File: config.mk
export PLATFORM = sky130hd
export DESIGN_NAME = reservation_station
export DESIGN_NICKNAME = d
export VERILOG_FILES = /design/src/rtl/foxtrot_pkg.sv /design/src/rtl/rs_select.sv /design/src/rtl/reservation_station.sv
export SDC_FILE = /design/constraint.sdc
export NUM_CORES = 2
export LEC_CHECK = 0
export ABC_AREA = 1
export CORE_ASPECT_RATIO = 1.2
export CORE_MARGIN = 5
export CORE_UTILIZATION = 30
export CTS_BUF_LIST = sky130_fd_sc_hd__clkbuf_8
export CTS_CLUSTER_SIZE = 16
export DETAILED_ROUTE_END_ITERATION = 7
export MAX_ROUTING_LAYER = met4
export PLACE_DENSITY = 0.44
export SETUP_SLACK_MARGIN = 0.05
export SLEW_MARGIN = 15
export SYNTH_ARGS = -nofsm -noshare
export SYNTH_HDL_FRONTEND = slang
export SYNTH_SLANG_ARGS = --single-unit
File: constraint.sdc
create_clock -name clk -period 74 [get_ports clk]
set_input_delay 11.1 -clock clk [delete_from_list [all_inputs] [get_ports clk]]
set_output_delay 11.1 -clock clk [all_outputs]
set_load 0.02 [all_outputs]
File: src/rtl/foxtrot_pkg.sv
// Shared definitions for the foxtrot out-of-order core slice.
//   FUC_BITS     : width of a functional-unit selector
//   issue_pkt_t  : instruction fields carried from a reservation station
//                  entry to its functional unit (id, word, PC, source PRNs,
//                  destination valids and PRNs)
// The *_DEF constants size issue_pkt_t and are the parameter defaults of
// the blocks that use it, so both stay consistent.
package foxtrot_pkg;

  localparam int RS_DEPTH_DEF     = 4;
  localparam int MAX_OPERANDS_DEF = 3;
  localparam int PRN_BITS_DEF     = 6;
  localparam int INST_ID_BITS_DEF = 6;
  localparam int FU_COUNT_DEF     = 4;

  localparam int FUC_BITS = $clog2(FU_COUNT_DEF);

  typedef struct packed {
    logic [INST_ID_BITS_DEF-1:0]                     inst_id;
    logic [31:0]                                     raw_instr;
    logic [63:0]                                     instr_pc;
    logic [MAX_OPERANDS_DEF-1:0][PRN_BITS_DEF-1:0]   prn_input;
    logic [MAX_OPERANDS_DEF-1:0]                     prn_output_valid;
    logic [MAX_OPERANDS_DEF-1:0][PRN_BITS_DEF-1:0]   prn_output;
  } issue_pkt_t;

endpackage

File: src/rtl/rs_select.sv
// Oldest-ready picker for the reservation station (purely combinational).
//   eligible : per-entry "ready to issue" flags
//   age      : per-entry age, larger is older
//   grant    : one-hot selection of the oldest eligible entry
//   valid    : at least one entry is eligible
// Ties in age go to the lowest index because only a strictly larger age
// replaces the current winner while scanning upward.
module rs_select #(
  parameter int N     = 4,
  parameter int AGE_W = 2
) (
  input  logic [N-1:0]            eligible,
  input  logic [N-1:0][AGE_W-1:0] age,
  output logic [N-1:0]            grant,
  output logic                    valid
);

  logic [AGE_W-1:0] best_age;

  always_comb begin
    grant    = '0;
    valid    = 1'b0;
    best_age = '0;
    for (int i = 0; i < N; i++) begin
      if (eligible[i] && (!valid || (age[i] > best_age))) begin
        grant    = '0;
        grant[i] = 1'b1;
        valid    = 1'b1;
        best_age = age[i];
      end
    end
  end

endmodule

File: src/rtl/reservation_station.sv
// Reservation station for one functional unit.
// Renamed instructions targeting FU_INDEX are stored in the lowest free
// entry, wait until all source PRNs are ready (via wakeup broadcasts), and
// the oldest ready entry is moved into a registered issue slot held until
// the FU handshakes with fu_ready.
// Ports:
//   clk, rst                     clock, async active-high reset
//   in_*                         renamed instruction from rename
//   set_prn_ready_valid/_ready   wakeup broadcast [fu][slot]
//   flush                        squash all entries and the issue slot
//   fu_ready                     FU accepts the issue slot this cycle
//   stall_rename                 combinational backpressure to rename
//   issue_*                      registered issue slot
//   occupancy                    registered count of valid entries
module reservation_station
  import foxtrot_pkg::*;
#(
  parameter int RS_DEPTH     = RS_DEPTH_DEF,
  parameter int MAX_OPERANDS = MAX_OPERANDS_DEF,
  parameter int PRN_BITS     = PRN_BITS_DEF,
  parameter int INST_ID_BITS = INST_ID_BITS_DEF,
  parameter int FU_COUNT     = FU_COUNT_DEF,
  parameter int FU_INDEX     = 0
) (
  input  logic                                             clk,
  input  logic                                             rst,
  input  logic                                             in_valid,
  input  logic [INST_ID_BITS-1:0]                          in_inst_id,
  input  logic [31:0]                                      in_raw_instr,
  input  logic [63:0]                                      in_instr_pc,
  input  logic [FUC_BITS-1:0]                              in_fu_choice,
  input  logic [MAX_OPERANDS-1:0]                          in_prn_input_valid,
  input  logic [MAX_OPERANDS-1:0]                          in_prn_input_ready,
  input  logic [MAX_OPERANDS-1:0][PRN_BITS-1:0]            in_prn_input,
  input  logic [MAX_OPERANDS-1:0]                          in_prn_output_valid,
  input  logic [MAX_OPERANDS-1:0][PRN_BITS-1:0]            in_prn_output,
  input  logic [FU_COUNT-1:0][MAX_OPERANDS-1:0]            set_prn_ready_valid,
  input  logic [FU_COUNT-1:0][MAX_OPERANDS-1:0][PRN_BITS-1:0] set_prn_ready,
  input  logic                                             flush,
  input  logic                                             fu_ready,
  output logic                                             stall_rename,
  output logic                                             issue_valid,
  output logic [INST_ID_BITS-1:0]                          issue_inst_id,
  output logic [31:0]                                      issue_raw_instr,
  output logic [63:0]                                      issue_instr_pc,
  output logic [MAX_OPERANDS-1:0][PRN_BITS-1:0]            issue_prn_input,
  output logic [MAX_OPERANDS-1:0]                          issue_prn_output_valid,
  output logic [MAX_OPERANDS-1:0][PRN_BITS-1:0]            issue_prn_output,
  output logic [$clog2(RS_DEPTH):0]                        occupancy
);

  localparam int AGE_W = $clog2(RS_DEPTH);
  localparam int OCC_W = AGE_W + 1;
  localparam logic [AGE_W-1:0]    AGE_MAX = AGE_W'(RS_DEPTH - 1);
  localparam logic [FUC_BITS-1:0] FU_SEL  = FUC_BITS'(FU_INDEX);

  logic [RS_DEPTH-1:0]                   ent_valid;
  logic [RS_DEPTH-1:0][MAX_OPERANDS-1:0] ent_rdy;
  logic [RS_DEPTH-1:0][AGE_W-1:0]        ent_age;
  issue_pkt_t                            ent_pkt [RS_DEPTH];
  issue_pkt_t                            issue_pkt;

  logic [RS_DEPTH-1:0][MAX_OPERANDS-1:0] ent_wake;
  logic [MAX_OPERANDS-1:0]               in_wake;
  logic [MAX_OPERANDS-1:0]               in_rdy_new;
  logic [RS_DEPTH-1:0]                   eligible;
  logic [RS_DEPTH-1:0]                   grant;
  logic                                  sel_valid;
  logic [AGE_W-1:0]                      sel_idx;
  logic [AGE_W-1:0]                      alloc_idx;
  logic                                  has_free;
  logic                                  fu_match;
  logic                                  accept;
  logic                                  do_issue;
  issue_pkt_t                            in_pkt;

  // Wakeup match: every broadcast is compared against every stored source
  // and against the incoming sources (same-cycle bypass into the new entry).
  always_comb begin
    ent_wake = '0;
    in_wake  = '0;
    for (int f = 0; f < FU_COUNT; f++) begin
      for (int s = 0; s < MAX_OPERANDS; s++) begin
        if (set_prn_ready_valid[f][s]) begin
          for (int o = 0; o < MAX_OPERANDS; o++) begin
            if (in_prn_input[o] == set_prn_ready[f][s]) in_wake[o] = 1'b1;
            for (int i = 0; i < RS_DEPTH; i++) begin
              if (ent_pkt[i].prn_input[o] == set_prn_ready[f][s]) ent_wake[i][o] = 1'b1;
            end
          end
        end
      end
    end
  end

  always_comb begin
    in_rdy_new = ~in_prn_input_valid | in_prn_input_ready | in_wake;
    in_pkt.inst_id          = in_inst_id;
    in_pkt.raw_instr        = in_raw_instr;
    in_pkt.instr_pc         = in_instr_pc;
    in_pkt.prn_input        = in_prn_input;
    in_pkt.prn_output_valid = in_prn_output_valid;
    in_pkt.prn_output       = in_prn_output;
  end

  // Lowest-indexed free entry; scanning downward leaves the lowest one.
  // An entry issuing this cycle is still valid here, so it is not free.
  always_comb begin
    has_free  = 1'b0;
    alloc_idx = '0;
    for (int i = RS_DEPTH - 1; i >= 0; i--) begin
      if (!ent_valid[i]) begin
        has_free  = 1'b1;
        alloc_idx = AGE_W'(i);
      end
    end
  end

  always_comb begin
    for (int i = 0; i < RS_DEPTH; i++) begin
      eligible[i] = ent_valid[i] && (&ent_rdy[i]);
    end
  end

  rs_select #(
    .N     (RS_DEPTH),
    .AGE_W (AGE_W)
  ) u_select (
    .eligible (eligible),
    .age      (ent_age),
    .grant    (grant),
    .valid    (sel_valid)
  );

  always_comb begin
    sel_idx = '0;
    for (int i = 0; i < RS_DEPTH; i++) begin
      if (grant[i]) sel_idx = AGE_W'(i);
    end
  end

  assign fu_match     = (in_fu_choice == FU_SEL);
  assign stall_rename = in_valid && fu_match && !has_free;
  assign accept       = in_valid && fu_match && has_free && !flush;
  assign do_issue     = sel_valid && (!issue_valid || fu_ready) && !flush;

  always_ff @(posedge clk or posedge rst) begin
    if (rst) begin
      ent_valid   <= '0;
      ent_rdy     <= '0;
      ent_age     <= '0;
      for (int i = 0; i < RS_DEPTH; i++) ent_pkt[i] <= '0;
      issue_pkt   <= '0;
      issue_valid <= 1'b0;
      occupancy   <= '0;
    end else if (flush) begin
      ent_valid   <= '0;
      issue_valid <= 1'b0;
      occupancy   <= '0;
    end else begin
      for (int i = 0; i < RS_DEPTH; i++) begin
        if (ent_valid[i]) begin
          ent_rdy[i] <= ent_rdy[i] | ent_wake[i];
          if (accept && (ent_age[i] != AGE_MAX)) ent_age[i] <= ent_age[i] + 1'b1;
          if (do_issue && grant[i]) ent_valid[i] <= 1'b0;
        end
      end
      if (accept) begin
        ent_valid[alloc_idx] <= 1'b1;
        ent_rdy[alloc_idx]   <= in_rdy_new;
        ent_age[alloc_idx]   <= '0;
        ent_pkt[alloc_idx]   <= in_pkt;
      end
      // The issue slot holds while the FU stalls; it empties only on a
      // handshake with nothing eligible to replace it.
      if (do_issue) begin
        issue_pkt   <= ent_pkt[sel_idx];
        issue_valid <= 1'b1;
      end else if (fu_ready) begin
        issue_valid <= 1'b0;
      end
      occupancy <= occupancy + OCC_W'(accept) - OCC_W'(do_issue);
    end
  end

  assign issue_inst_id          = issue_pkt.inst_id;
  assign issue_raw_instr        = issue_pkt.raw_instr;
  assign issue_instr_pc         = issue_pkt.instr_pc;
  assign issue_prn_input        = issue_pkt.prn_input;
  assign issue_prn_output_valid = issue_pkt.prn_output_valid;
  assign issue_prn_output       = issue_pkt.prn_output;

endmodule
# Word-level counts from Yosys, hierarchy flattened
# Cells that the tools add are included.
[op_classes] add_sub_neg=6 n_eq_ne=184 n_lt_le_gt_ge=8 n_reduce_logical=41 muxes=279 bitwise=13
[op_table] operator="6-bit == test" count=180
[op_table] operator="564-bit bitwise mux" count=1
[op_table] operator="141-bit 2-to-1 mux" count=3
[op_table] operator="141-bit binary-select mux with 2-bit select" count=1
[op_table] operator="141-bit demux with 2-bit select" count=1
[op_table] operator="1-bit 2-to-1 mux" count=206
[op_table] operator="12-bit 2-to-1 mux" count=13
[op_table] operator="3-bit 2-to-1 mux" count=22
[op_table] operator="2-bit 2-to-1 mux" count=22
[op_table] operator="1-bit logical AND" count=23
[op_table] operator="4-bit 2-to-1 mux" count=5
[op_table] operator="3-bit bitwise OR" count=6
[op_table] operator="12-bit bitwise mux" count=1
[op_table] operator="3-bit AND reduction" count=4
[op_table] operator="2-bit by 1-bit adder with 2-bit output (second input constant)" count=4
[op_table] operator="8-bit bitwise AND" count=1
[op_table] operator="8-bit 2-to-1 mux" count=1
[op_table] operator="2-bit != test (second input constant)" count=4
[op_table] operator="8-bit NOT" count=1
[op_table] operator="3-bit demux with 2-bit select" count=1
[op_table] operator="3-bit >= comparator (second input constant)" count=2
[op_table] operator="2-bit > comparator" count=3
[op_table] operator="1-bit zero test" count=6
[op_table] operator="2-bit NOT with 3-bit output" count=2
[op_table] operator="other kinds (14)" count=18
[word_totals] out_inout_bits=146 register_bits=733 inputBits=238 word_cells=592

# Depth between registers and ports, before layout
[logic_depth] ltp_word=30 depth_mapped=39 ltp_nobuf=33

# Hierarchy
# From an unflattened synthesis, not the netlist that was laid out.
[unflattened] cells_unflattened=7339 area_unflattened_um2=47579.4
[by_module_without_submodules] mod="reservation_station" instances=1 cells_each=7282 area_per_inst_um2=47281.6 seq_area_each_um2=18342.6
[by_module_without_submodules] mod="rs_select" instances=1 cells_each=57 area_per_inst_um2=297.8 seq_area_each_um2=0.0

# Worst setup path after synthesis
# Ideal clock, no wire load.
[synth_timing] kind="input port to output port" from="input in_fu_choice[1]" to="output stall_rename" path_buffers=0 path_stages=3 setup_slack_ns=51.231 arrival_ns=11.669 path_cell_list="nor3b_2 -> inv_1 -> nor2_1"
[synth_via] elab_chain_cells=3
[synth_rtl] item="start: declaration" line_no="reservation_station.sv:31" source="input logic [FUC_BITS-1:0] in_fu_choice,"
[synth_rtl] item="2-bit zero test" line_no="reservation_station.sv:142" source="assign fu_match = (in_fu_choice == FU_SEL);"
[synth_rtl] item="1-bit logical AND (2 in series)" line_no="reservation_station.sv:143" source="assign stall_rename = in_valid && fu_match && !has_free;"
[synth_rtl] item="end: declaration" line_no="reservation_station.sv:41" source="output logic stall_rename,"
# Every way passes these cells.

# Final worst setup path
[layout_timing] from="input in_valid" to="output stall_rename"
[layout_via] elab_chain_cells=2
[layout_rtl] item="start: declaration" line_no="reservation_station.sv:27" source="input logic in_valid,"
[layout_rtl] item="1-bit logical AND (2 in series)" line_no="reservation_station.sv:143"
# Every way passes these cells.

==> impl_metrics.yaml <==
worst_setup_path:
  arrival_ns: 12.65
  cp_max_fo: 3
  crit_top_cell: "clkdlybuf4s50_1"
  critPathKind: "input port to output port"
  crit_chain: "clkdlybuf4s50_1 -> nor3b_2 -> inv_1 -> nor2_1 -> clkdlybuf4s50_1"
  critical_path.slowest_cell: "clkdlybuf4s50_1"
  cp-start-kind: "input port"
  cp-end-kind: "output port"
  crit_buf_inv: 3
  cpPeakStageDelay_ns: 0.62
  critical_path_required_ns: 62.90
  worstRegToRegCells: 34
  critical-path-top-delay-family: "buffers and inverters"
  cp.depth: 5
pwr:
  power.switching_mw: 0.480
  p_total_mw: 1.27
  p_clk_share_pct: 31.4
  ir_drop_mv: 0.0148
  comb_power_share_pct: 28.1
  p_sw_share_pct: 37.8
  power_leakage_nw: 28.1
  seqPwrFrac_pct: 40.5
  power_density_mw_per_mm2: 22.5
  p_int_mw: 0.790
global_route:
  grt_pass1_vias: 49429
  antenna_found_initial: 24
  grt_usage_pct: 32.2
  grt-ovfl-total: 0
  grt_max_degree: 223
  grt_first_pass_wirelength_mm: 384
clock_network:
  cts_buffers: 135
  clk_pin_slew_ns: 0.06
  holdBufCountCts: 0
  clk_latency_ns: 0.90
  clock_sinks: 733
  cts_buffer_depth: 3
  cts_setup_buffers: 0
  cts_tree: "built"
  htree_levels: 4
  ctsResizeCount: 0
  root_buffer: "clkbuf_8"
status:
  status: "complete, no violations"
placed_design:
  gp_routability_congestion: 1.04
  place_area_sq_mm: 0.0536
  preCtsSetupSlack_ns: 50.23
  port_buffers: 383
  dp.cells: 9726
  dp_hpwl_mm: 165
drt:
  route.met3.wl_mm: 28.9
  wire_per_inst_microns: 27.4
  wirelength_met1_mm: 111
  first_pass_iters: 8
  wl_met2_mm: 113
  ant_nets: 0
  drt-vias-per-instance: 5.33
  route.detailed.drc: 0
  drt_wl_total_mm: 274
  vias: 53279
  dr.first_iter.drc_count: 6425
  routed.top_layer: "met4"
yosys:
  synth_top_cell_by_area: "dfrtp_1"
  muxShareOfSynthArea_pct: 0
  ys_ff_latch: 733
  ys.flop_type: "dfrtp_1"
  netlist_area_sq_mm: 0.0487
  synth_edf_count: 0
  synthXorXnorAreaFrac_pct: 4.55
  async_flop_share_pct: 100
  synth_top_area_share_pct: 37.7
  yosys_warnings: 0
  synth_compound_area_share_pct: 14.8
  yosysSeqAreaShare_pct: 37.7
  syn-num-nets: 7920
  synth_top_family_by_area: "simple AND/OR/NAND/NOR gates"
  netlist_top_cells_area: "dfrtp_1 38%, nand2_1 24%, o21ai_0 8.6%, nor2_1 4.7%, inv_1 3.9%"
  synthSimpleGateAreaFrac_pct: 33.1
  yosysMostFrequentCell: "nand2_1"
  synthAdderAreaFrac_pct: 0.350
  syn_inst: 7669
  synth_area_per_cell_sq_um: 6.35
  synth.distinct_cells: 37
  synthTopCellsByCount: "3147 x nand2_1, 836 x o21ai_0, 733 x dfrtp_1"
sta:
  min_period_ns: 23.75
  tns_ns: 0
  finalSetupViolations: 0
  fin_ws_ns: 50.25
  worst_pin_slew_ns: 1.36
  fin_crit_sh_pct: 32.1
  fmax_mhz: 42.1
  rsz0062_at_grt: "no"
  whs_ns: 0.477
  maxSlewViolCount: 0
  hold_viol: 0
  skew_ns: 0.0667
  relSlewSlack_pct: 9.02
floorplan:
  die_w_microns: 378
  coreArea_sq_mm: 0.162
  dieArea_sq_mm: 0.170
  start_util_pct: 30.1
  ios: 384
  rows: 162
  die_y_microns: 451
layout:
  post-route-util_pct: 34.8
  nNetsFinal: 7982
  final_cell_area_sq_mm: 0.0564
  area_growth_pct: 15.8
  layout.cells.non_filler: 9992
  drive_above_1_share_pct: 5.33
job:
  maxCapViolCount: 0
min_path:
  hold_class: "flop to flop"
  holdPathStages: 2
layer usage:
layer / vias to the layer above / GRT usage (%)
met1: 25080 / 40.4
met3: 937 / 9.57
met2: 3132 / 45.1
met5: - / -
li1: 24130 / -
met4: 0 / 20.1
worst min-delay path: cells and delay by family, from the launching register on:
kind	cells	cell delay, ns
flops	1	0.34
simple gates	2	0.10
final timing paths:
path	start	endpoint	slack (ns)
min in group asynchronous	rst	ent_pkt[308]	10.71
min reg2reg	issue_raw_instr[20]	issue_raw_instr[20]	0.48
max in group asynchronous	rst	ent_pkt[379]	60.13
max	in_valid	stall_rename	50.25
max reg2reg	ent_valid[0]	issue_raw_instr[8]	65.46
min	issue_raw_instr[20]	issue_raw_instr[20]	0.48
flip-flops by register name, summed over array words and instances (netlist names):
| name | flops |
|---|---|
| issue_instr_pc | 64 |
| ent_pkt | 564 |
| issue_prn_input | 18 |
| issue_inst_id | 6 |
| ent_valid | 4 |
| occupancy | 3 |
| issue_prn_output_valid | 3 |
| issue_prn_output | 18 |
| issue_raw_instr | 32 |
| ent_age | 8 |
| ent_rdy | 12 |
| issue_valid | 1 |
placed cells by master, fill, tap and decap left out, types with 2 or more instances in the layout:
| cell | synthesis | routed |
|---|---|---|
| nor2_1 | 609 | 609 |
| clkdlybuf4s50_1 | 0 | 350 |
| o21ai_1 | 317 | 317 |
| inv_6 | 0 | 2 |
| nor3_1 | 47 | 47 |
| inv_2 | 8 | 5 |
| diode_2 | 0 | 31 |
| nand4_1 | 72 | 72 |
| buf_4 | 13 | 139 |
| inv_12 | 0 | 2 |
| clkinv_2 | 0 | 15 |
| or2_4 | 0 | 2 |
| a21oi_1 | 147 | 147 |
| nor2_2 | 2 | 2 |
| nand3_2 | 2 | 2 |
| clkinv_1 | 47 | 47 |
| nand3_1 | 230 | 229 |
| nand2_8 | 0 | 2 |
| nand2_4 | 3 | 4 |
| nand2_1 | 3147 | 3146 |
| ha_1 | 12 | 12 |
| a21oi_2 | 18 | 18 |
| xnor2_1 | 80 | 80 |
| xor2_1 | 173 | 173 |
| clkinvlp_4 | 0 | 4 |
| o211ai_1 | 64 | 64 |
| o21ai_2 | 2 | 2 |
| inv_8 | 0 | 7 |
| buf_12 | 0 | 2 |
| nand2_2 | 4 | 2 |
| nor2_4 | 3 | 3 |
| o21ai_0 | 836 | 836 |
| clkbuf_8 | 0 | 168 |
| o22ai_1 | 5 | 5 |
| dfrtp_1 | 733 | 733 |
| buf_2 | 135 | 33 |
| inv_1 | 501 | 540 |
kinds of logic after synthesis:
logic type / count (synthesis)
simple gates: 4125
compound gates: 1390
buf+inv: 1155
flops: 733
xor+xnor: 253
fa+ha+maj: 13
final cells by class:
type                            count  area (sq um)
Fill cell                       17795        106000
Multi-Input combinational cell   5781         25700
Sequential cell                   733         18300
Timing Repair Buffer              524          4750
Tap cell                         2132          2670
Clock buffer                      168          2310
Inverter                          556          2120
Clock inverter                     67           370
Antenna cell                       31          77.6
power groups by stage:
stage	registers, mW	logic [mW]	clock network [mW]
2_1_floorplan	0.514	0.184	0
3_3_place_gp	0.519	0.346	0
3_5_place_dp	0.518	0.348	0
4_1_cts	0.512	0.350	0.415
5_1_grt	0.520	0.386	0.431
6_report	0.514	0.357	0.399
Power figures use the tool's default switching activity.
